## src/rtl/muldiv_unit.sv

```systemverilog
// Iterative RV32M multiply/divide unit feeding the register file write port.
// Optional MULDIV_EARLY_OUT_EN: trivial divides and zero-operand multiplies skip the iteration phase.
module muldiv_unit #(
  parameter int Data_Width    = 32,
  parameter int Address_Width = 5
) (
  input  logic                     clk,
  input  logic                     rst,
  input  logic                     i_start,
  input  logic [2:0]               i_funct3,
  input  logic [Data_Width-1:0]    i_rs1,
  input  logic [Data_Width-1:0]    i_rs2,
  input  logic [Address_Width-1:0] i_rd,
  input  logic                     i_kill,
  output logic                     o_busy,
  output logic                     o_done,
  output logic                     o_we,
  output logic [Address_Width-1:0] o_rd,
  output logic [Data_Width-1:0]    o_result
);

  localparam int CW = $clog2(Data_Width);
  localparam logic [CW-1:0] LastCount = CW'(Data_Width - 1);
  localparam logic [Data_Width-1:0] MostNeg = {1'b1, {(Data_Width-1){1'b0}}};

  typedef enum logic [1:0] {IDLE, CALC, DONE} state_t;

  state_t                     state, state_next;
  logic [2:0]                 f3_q;
  logic [Data_Width-1:0]      a_q, b_q;
  logic [Address_Width-1:0]   rd_q;
  logic [CW-1:0]              cnt;
  logic                       prep;
  logic [2*Data_Width-1:0]    acc, acc_next;
  logic [Data_Width-1:0]      result_q;

  // Operand decode from the latched request
  logic                  is_div, sign_a, sign_b, a_neg, b_neg, res_neg;
  logic [Data_Width-1:0] a_mag, b_mag;
  logic                  div_zero, ovf, special_full, early;
  logic [Data_Width-1:0] special_val;

  assign is_div  = f3_q[2];
  assign sign_a  = is_div ? !f3_q[0] : (f3_q != 3'd3);
  assign sign_b  = is_div ? !f3_q[0] : !f3_q[1];
  assign a_neg   = sign_a & a_q[Data_Width-1];
  assign b_neg   = sign_b & b_q[Data_Width-1];
  assign res_neg = a_neg ^ b_neg;
  assign a_mag   = a_neg ? -a_q : a_q;
  assign b_mag   = b_neg ? -b_q : b_q;

  assign div_zero     = is_div && (b_q == '0);
  assign ovf          = is_div && !f3_q[0] && (a_q == MostNeg) && (b_q == '1);
  assign special_full = div_zero | ovf;

`ifdef MULDIV_EARLY_OUT_EN
  logic mul_zero;
  assign mul_zero = !is_div && ((a_q == '0) || (b_q == '0));
  assign early    = special_full | mul_zero;
`else
  assign early = 1'b0;
`endif

  always_comb begin
    // NOTE: every combinational output gets a default first so no path can infer a latch.
    special_val = '0;
    if (div_zero)  special_val = f3_q[1] ? a_q : '1;
    else if (ovf)  special_val = f3_q[1] ? '0 : a_q;
  end

  // One iteration step: shift-add for multiply, restoring subtract for divide
  logic [Data_Width:0] sum, shifted, diff;
  logic                ge;

  always_comb begin
    sum     = {1'b0, acc[2*Data_Width-1:Data_Width]} + (acc[0] ? {1'b0, b_mag} : '0);
    shifted = {acc[2*Data_Width-1:Data_Width], acc[Data_Width-1]};
    diff    = shifted - {1'b0, b_mag};
    ge      = shifted >= {1'b0, b_mag};
    if (is_div)
      acc_next = {(ge ? diff[Data_Width-1:0] : shifted[Data_Width-1:0]),
                  acc[Data_Width-2:0], ge};
    else
      acc_next = {sum, acc[Data_Width-1:1]};
  end

  // Sign fix-up and half selection applied to the final iteration's value
  logic [2*Data_Width-1:0] prod;
  logic [Data_Width-1:0]   quo, rem, normal, final_result;

  always_comb begin
    prod = res_neg ? -acc_next : acc_next;
    quo  = acc_next[Data_Width-1:0];
    rem  = acc_next[2*Data_Width-1:Data_Width];
    case (f3_q)
      3'd0:       normal = prod[Data_Width-1:0];
      3'd1, 3'd2,
      3'd3:       normal = prod[2*Data_Width-1:Data_Width];
      3'd4, 3'd5: normal = res_neg ? -quo : quo;
      default:    normal = a_neg ? -rem : rem;
    endcase
    final_result = special_full ? special_val : normal;
  end

  always_comb begin
    state_next = state;
    case (state)
      IDLE: if (i_start && !i_kill) state_next = CALC;
      CALC: begin
        if (i_kill)                   state_next = IDLE;
        else if (prep)                state_next = early ? DONE : CALC;
        else if (cnt == LastCount)    state_next = DONE;
      end
      DONE:    state_next = IDLE;
      default: state_next = IDLE;
    endcase
  end

  // The first CALC cycle (prep) forms operand magnitudes; the next Data_Width cycles iterate.
  always_ff @(posedge clk or posedge rst) begin
    if (rst) begin
      state    <= IDLE;
      f3_q     <= '0;
      a_q      <= '0;
      b_q      <= '0;
      rd_q     <= '0;
      cnt      <= '0;
      prep     <= 1'b0;
      acc      <= '0;
      result_q <= '0;
    end else begin
      // NOTE: state registers use non-blocking assignments so all flops update from pre-edge values.
      state <= state_next;
      case (state)
        IDLE: begin
          if (i_start && !i_kill) begin
            f3_q <= i_funct3;
            a_q  <= i_rs1;
            b_q  <= i_rs2;
            rd_q <= i_rd;
            cnt  <= '0;
            prep <= 1'b1;
          end
        end
        CALC: begin
          if (!i_kill) begin
            if (prep) begin
              prep <= 1'b0;
              acc  <= {{Data_Width{1'b0}}, a_mag};
              if (early) result_q <= special_val;
            end else begin
              acc <= acc_next;
              cnt <= cnt + CW'(1);
              if (cnt == LastCount) result_q <= final_result;
            end
          end
        end
        default: ;
      endcase
    end
  end

  assign o_busy   = (state != IDLE);
  assign o_done   = (state == DONE) && !i_kill;
  assign o_we     = o_done && (rd_q != '0);
  assign o_rd     = rd_q;
  assign o_result = result_q;

endmodule

```

## config.mk

```make
export PLATFORM = sky130hd
export DESIGN_NAME = muldiv_unit
export DESIGN_NICKNAME = d
export VERILOG_FILES = /design/src/rtl/muldiv_unit.sv
export SDC_FILE = /design/constraint.sdc
export NUM_CORES = 1
export LEC_CHECK = 0
export ABC_AREA = 1
export CORE_ASPECT_RATIO = 2
export CORE_MARGIN = 4
export CORE_UTILIZATION = 40
export DETAILED_ROUTE_END_ITERATION = 10
export PLACE_DENSITY = 0.62
export SLEW_MARGIN = 10
export SYNTH_ARGS = -nofsm -noshare
export SYNTH_HDL_FRONTEND = slang
export SYNTH_SLANG_ARGS = --single-unit
export TNS_END_PERCENT = 5
```

## constraint.sdc

```tcl
create_clock -name clk -period 14.96 [get_ports clk]
set_input_delay 2.992 -clock clk [delete_from_list [all_inputs] [get_ports clk]]
set_output_delay 2.992 -clock clk [all_outputs]
set_load 0.1 [all_outputs]
```

==> summary.log <==
[outcome] outcome finished clean
[sta] Worst Max-Slew Pin Slew 1.378 ns
[critical_path] Largest stage delay, worst path 1.12 ns
[layout] most common cell after layout, fill and taps aside sky130_fd_sc_hd__nand2_1
[synth] proportion of synthesized chip area in sequential cells 23.80%
[synth] commonest register cell after synthesis sky130_fd_sc_hd__dfrtp_1
[clock_network] Skew-Pair Late Insertion Delay 0.48 ns
[critical_path] data required time at the worst endpoint 11.97 ns
[clock_network] count of hold buffers inserted by post-cts repair 0
[placement] number of port buffers 115
[routing] length of the first detailed-routing pass in iterations 6
[sta] headroom to the max-slew limit 7.139%
[critical_path] number of buffers and inverters on the critical path 3
[routing] post-detailed-route count of antenna-violating nets 0
[sta] final worst clock skew 0.02475 ns
[critical_path] Crit path top cell by count sky130_fd_sc_hd__clkdlybuf4s50_1
[synth] area leader, netlist sky130_fd_sc_hd__dfrtp_1
[synth] Async S/R FF share, synth 100.0%
[global_routing] Congestion Overflow GR 0
[synth] area fraction of the dominant cell type after synthesis 23.80%
[placement] sum of net half-perimeters after detailed placement 70580 microns
[clock_network] number of buffers created by CTS 17
[floorplanning] Die W 160.1 microns
[floorplanning] area of the die 0.04998 sq mm
[critical_path] worst setup path class in2out
[clock_network] Clock Pin Slew Worst Setup and Hold Paths 0.08 ns
[sta] Setup Viol. Count Final 0
[routing] highest routed layer met4
[critical_path] worst-path fanout max 3
[routing] routed wl met3 3975 microns
[floorplanning] initial cell density of the core 40.38%
[layout] post-layout net count 3316
[floorplanning] ports placed on the boundary 116
[synth] average footprint of a synthesized cell 5.958 sq um
[clock_network] clock tree from TritonCTS done
[critical_path] family with the most delay on the worst path buffers and inverters
[global_routing] overall routing resource usage 34.24%
[clock_network] count of clock tree sinks 176
[global_routing] antenna violations before repair 1
[layout] count of antenna diodes in the layout 0
[floorplanning] core region area 0.04583 sq mm
[clock_network] clk root buf sky130_fd_sc_hd__clkbuf_16
[routing] initial drt markers 1752
[routing] Metal-1 WL 27320 microns
[sta] final critical-path required period 7.869 ns
[synth] EDFF count, synth 0
[job] count of maximum capacitance violations 0
[sta] final clock period utilization by the worst path 52.60%
[clock_network] post-CTS setup buffer count 0
[floorplanning] overall die height 312.2 microns
[sta] max-slew violations 0
[layout] area growth from synthesis to layout 11.91%
[routing] Final Routed Wirelength 86860 microns
[synth] nets in the synthesized netlist 3255
[clock_network] H-tree lvl count 4
[global_routing] vias in the first global route 21345
[synth] top cells by area in the synthesized netlist sky130_fd_sc_hd__dfrtp_1 24%, sky130_fd_sc_hd__nand2_1 18%, sky130_fd_sc_hd__inv_1 9.2%
[sta] Max Clk Rate 127.1 MHz
[layout] commonest non-fill, non-tap cells in the layout 893 x sky130_fd_sc_hd__nand2_1, 451 x sky130_fd_sc_hd__inv_1, 330 x sky130_fd_sc_hd__nor2_1
[critical_path] cells traversed along the worst timing path clkdlybuf4s50_1 > nor2_1 > o41ai_1 > inv_1 > clkdlybuf4s50_1
[global_routing] wire length of the first global-routing pass 129000 microns
[sta] Hold Fails Final Rpt 0
[layout] fraction of layout cells with a size suffix above 1 5.849%
[clock_network] post-cts gate resize count 0
[sta] final total negative setup slack 0 ns
[clock_network] Clock Tree Buf Depth 2
[global_routing] largest net degree at the start of global routing 112
[synth] Synth warnings 0
[placement] routability-driven placement congestion ratio 1.044
[worst_hold_path] type of the most critical hold path reg2reg
[critical_path] critical path startpoint category primary input
[sta] unrepaired setup endpoints after global routing no
[critical_path] kind of end point of the critical path output port
[routing] Via density 5.684
[synth] Post-Syn Instances 3106
[synth] number of different library cells in the post-synthesis netlist 60
[routing] routed length per instance 23.19 microns
[synth] number of register bits inferred by synthesis 176
[routing] Vias 21287
[critical_path] critical path's slowest cell sky130_fd_sc_hd__clkdlybuf4s50_1
[synth] cell area after technology mapping 0.01851 sq mm
[routing] sum of met2 wire segment lengths after detailed routing 44320 microns
[floorplanning] Cell Rows 111
[routing] post-route DRC violation count 0
[critical_path] CP Data Arrival Time 4.88 ns
## metal layers
layer | vias up | global-route usage [%]
met3 | 329 | 3.760
met5 | - | 0
li1 | 10147 | -
met1 | 9902 | 31.47
met4 | 0 | 34.88
met2 | 909 | 62.79
## cells in the mapped netlist, types with 6 or more instances
library cell	number
sky130_fd_sc_hd__nand2_1	894
sky130_fd_sc_hd__nand4_1	52
sky130_fd_sc_hd__a21oi_1	152
sky130_fd_sc_hd__nand3_1	280
sky130_fd_sc_hd__nand3b_1	10
sky130_fd_sc_hd__buf_1	6
sky130_fd_sc_hd__o211ai_1	13
sky130_fd_sc_hd__nand2_2	22
sky130_fd_sc_hd__nor3_2	10
sky130_fd_sc_hd__inv_1	453
sky130_fd_sc_hd__nor4_1	10
sky130_fd_sc_hd__nor3_1	29
sky130_fd_sc_hd__inv_2	7
sky130_fd_sc_hd__ha_1	71
sky130_fd_sc_hd__o21ai_1	13
sky130_fd_sc_hd__a22oi_1	6
sky130_fd_sc_hd__xnor2_1	6
sky130_fd_sc_hd__nor2_1	333
sky130_fd_sc_hd__o21ai_0	270
sky130_fd_sc_hd__nand3_2	20
sky130_fd_sc_hd__buf_2	16
sky130_fd_sc_hd__o221ai_1	27
sky130_fd_sc_hd__nor2_4	11
sky130_fd_sc_hd__nor2_2	24
sky130_fd_sc_hd__dfrtp_1	176
sky130_fd_sc_hd__buf_6	10
sky130_fd_sc_hd__clkbuf_1	61
sky130_fd_sc_hd__xor2_1	54
## worst paths after layout
check	slack [ns]	start	to	cells after the start
max in group asynchronous	10.23	rst	o_result[29]$_DFFE_PP0P_	3
setup reg to reg	7.38	f3_q[2]$_DFFE_PP0P_	o_result[20]$_DFFE_PP0P_	34
min in group asynchronous	3.10	rst	cnt[1]$_DFFE_PP0P_	2
setup / recovery	7.09	i_kill	o_we	5
hold / removal	0.52	cnt[4]$_DFFE_PP0P_	cnt[4]$_DFFE_PP0P_	2
hold reg to reg	0.52	cnt[4]$_DFFE_PP0P_	cnt[4]$_DFFE_PP0P_	2
## through the flow
step	util [%]	instances	area, sq um	worst slack (ns)	hold WS [ns]
floorplan	-	3106	18510	6.802	0.4594
global placement	43.84	3713	20090	7.093	0.4729
detailed placement	43.84	3713	20090	7.091	0.5009
CTS	45.19	3745	20710	7.090	0.5224
global route	45.19	3745	20710	6.643	0.5434
finish	45.19	3745	20710	7.091	0.5160
## final cells by class
| class | count | area [sq um] |
|---|---|---|
| fillers | 5018 | 25120 |
| multi-input cells | 2370 | 11890 |
| flip-flops and latches | 176 | 4408 |
| inverters | 461 | 1738 |
| repair buffers | 141 | 1346 |
| well taps | 565 | 706.9 |
| clock buffers | 18 | 439.2 |
| clock inverters | 14 | 177.7 |
## worst reg2reg max path, delay by kind of cell, from the launching register on
family,cells,cell delay [ns]
AND/OR/NAND/NOR,26,3.88
AO/OA/AOI/OAI,3,0.84
flip-flops,1,0.82
buffers and inverters,2,0.80
adder cells (fa/ha/maj),2,0.61
XOR/XNOR,1,0.58
## registers in the layout, indices dropped and copies added (netlist names)
signal	flops
acc	64
a_q	32
b_q	32
o_result	32
cnt	5
o_rd	5
f3_q	3
state	2
prep	1
## cell families after synthesis
group           after synthesis  share of synthesized area (%)
compound gates              518                          15.38
xor+xnor                     60                          2.840
fa+ha+maj                    73                          5.017
buf+inv                     560                          12.03
flops                       176                          23.80
simple gates               1719                          40.93
Power is left out: the tool's default activity adds up to more than one toggle a clock period on the data nets, which glitch-free logic cannot reach.
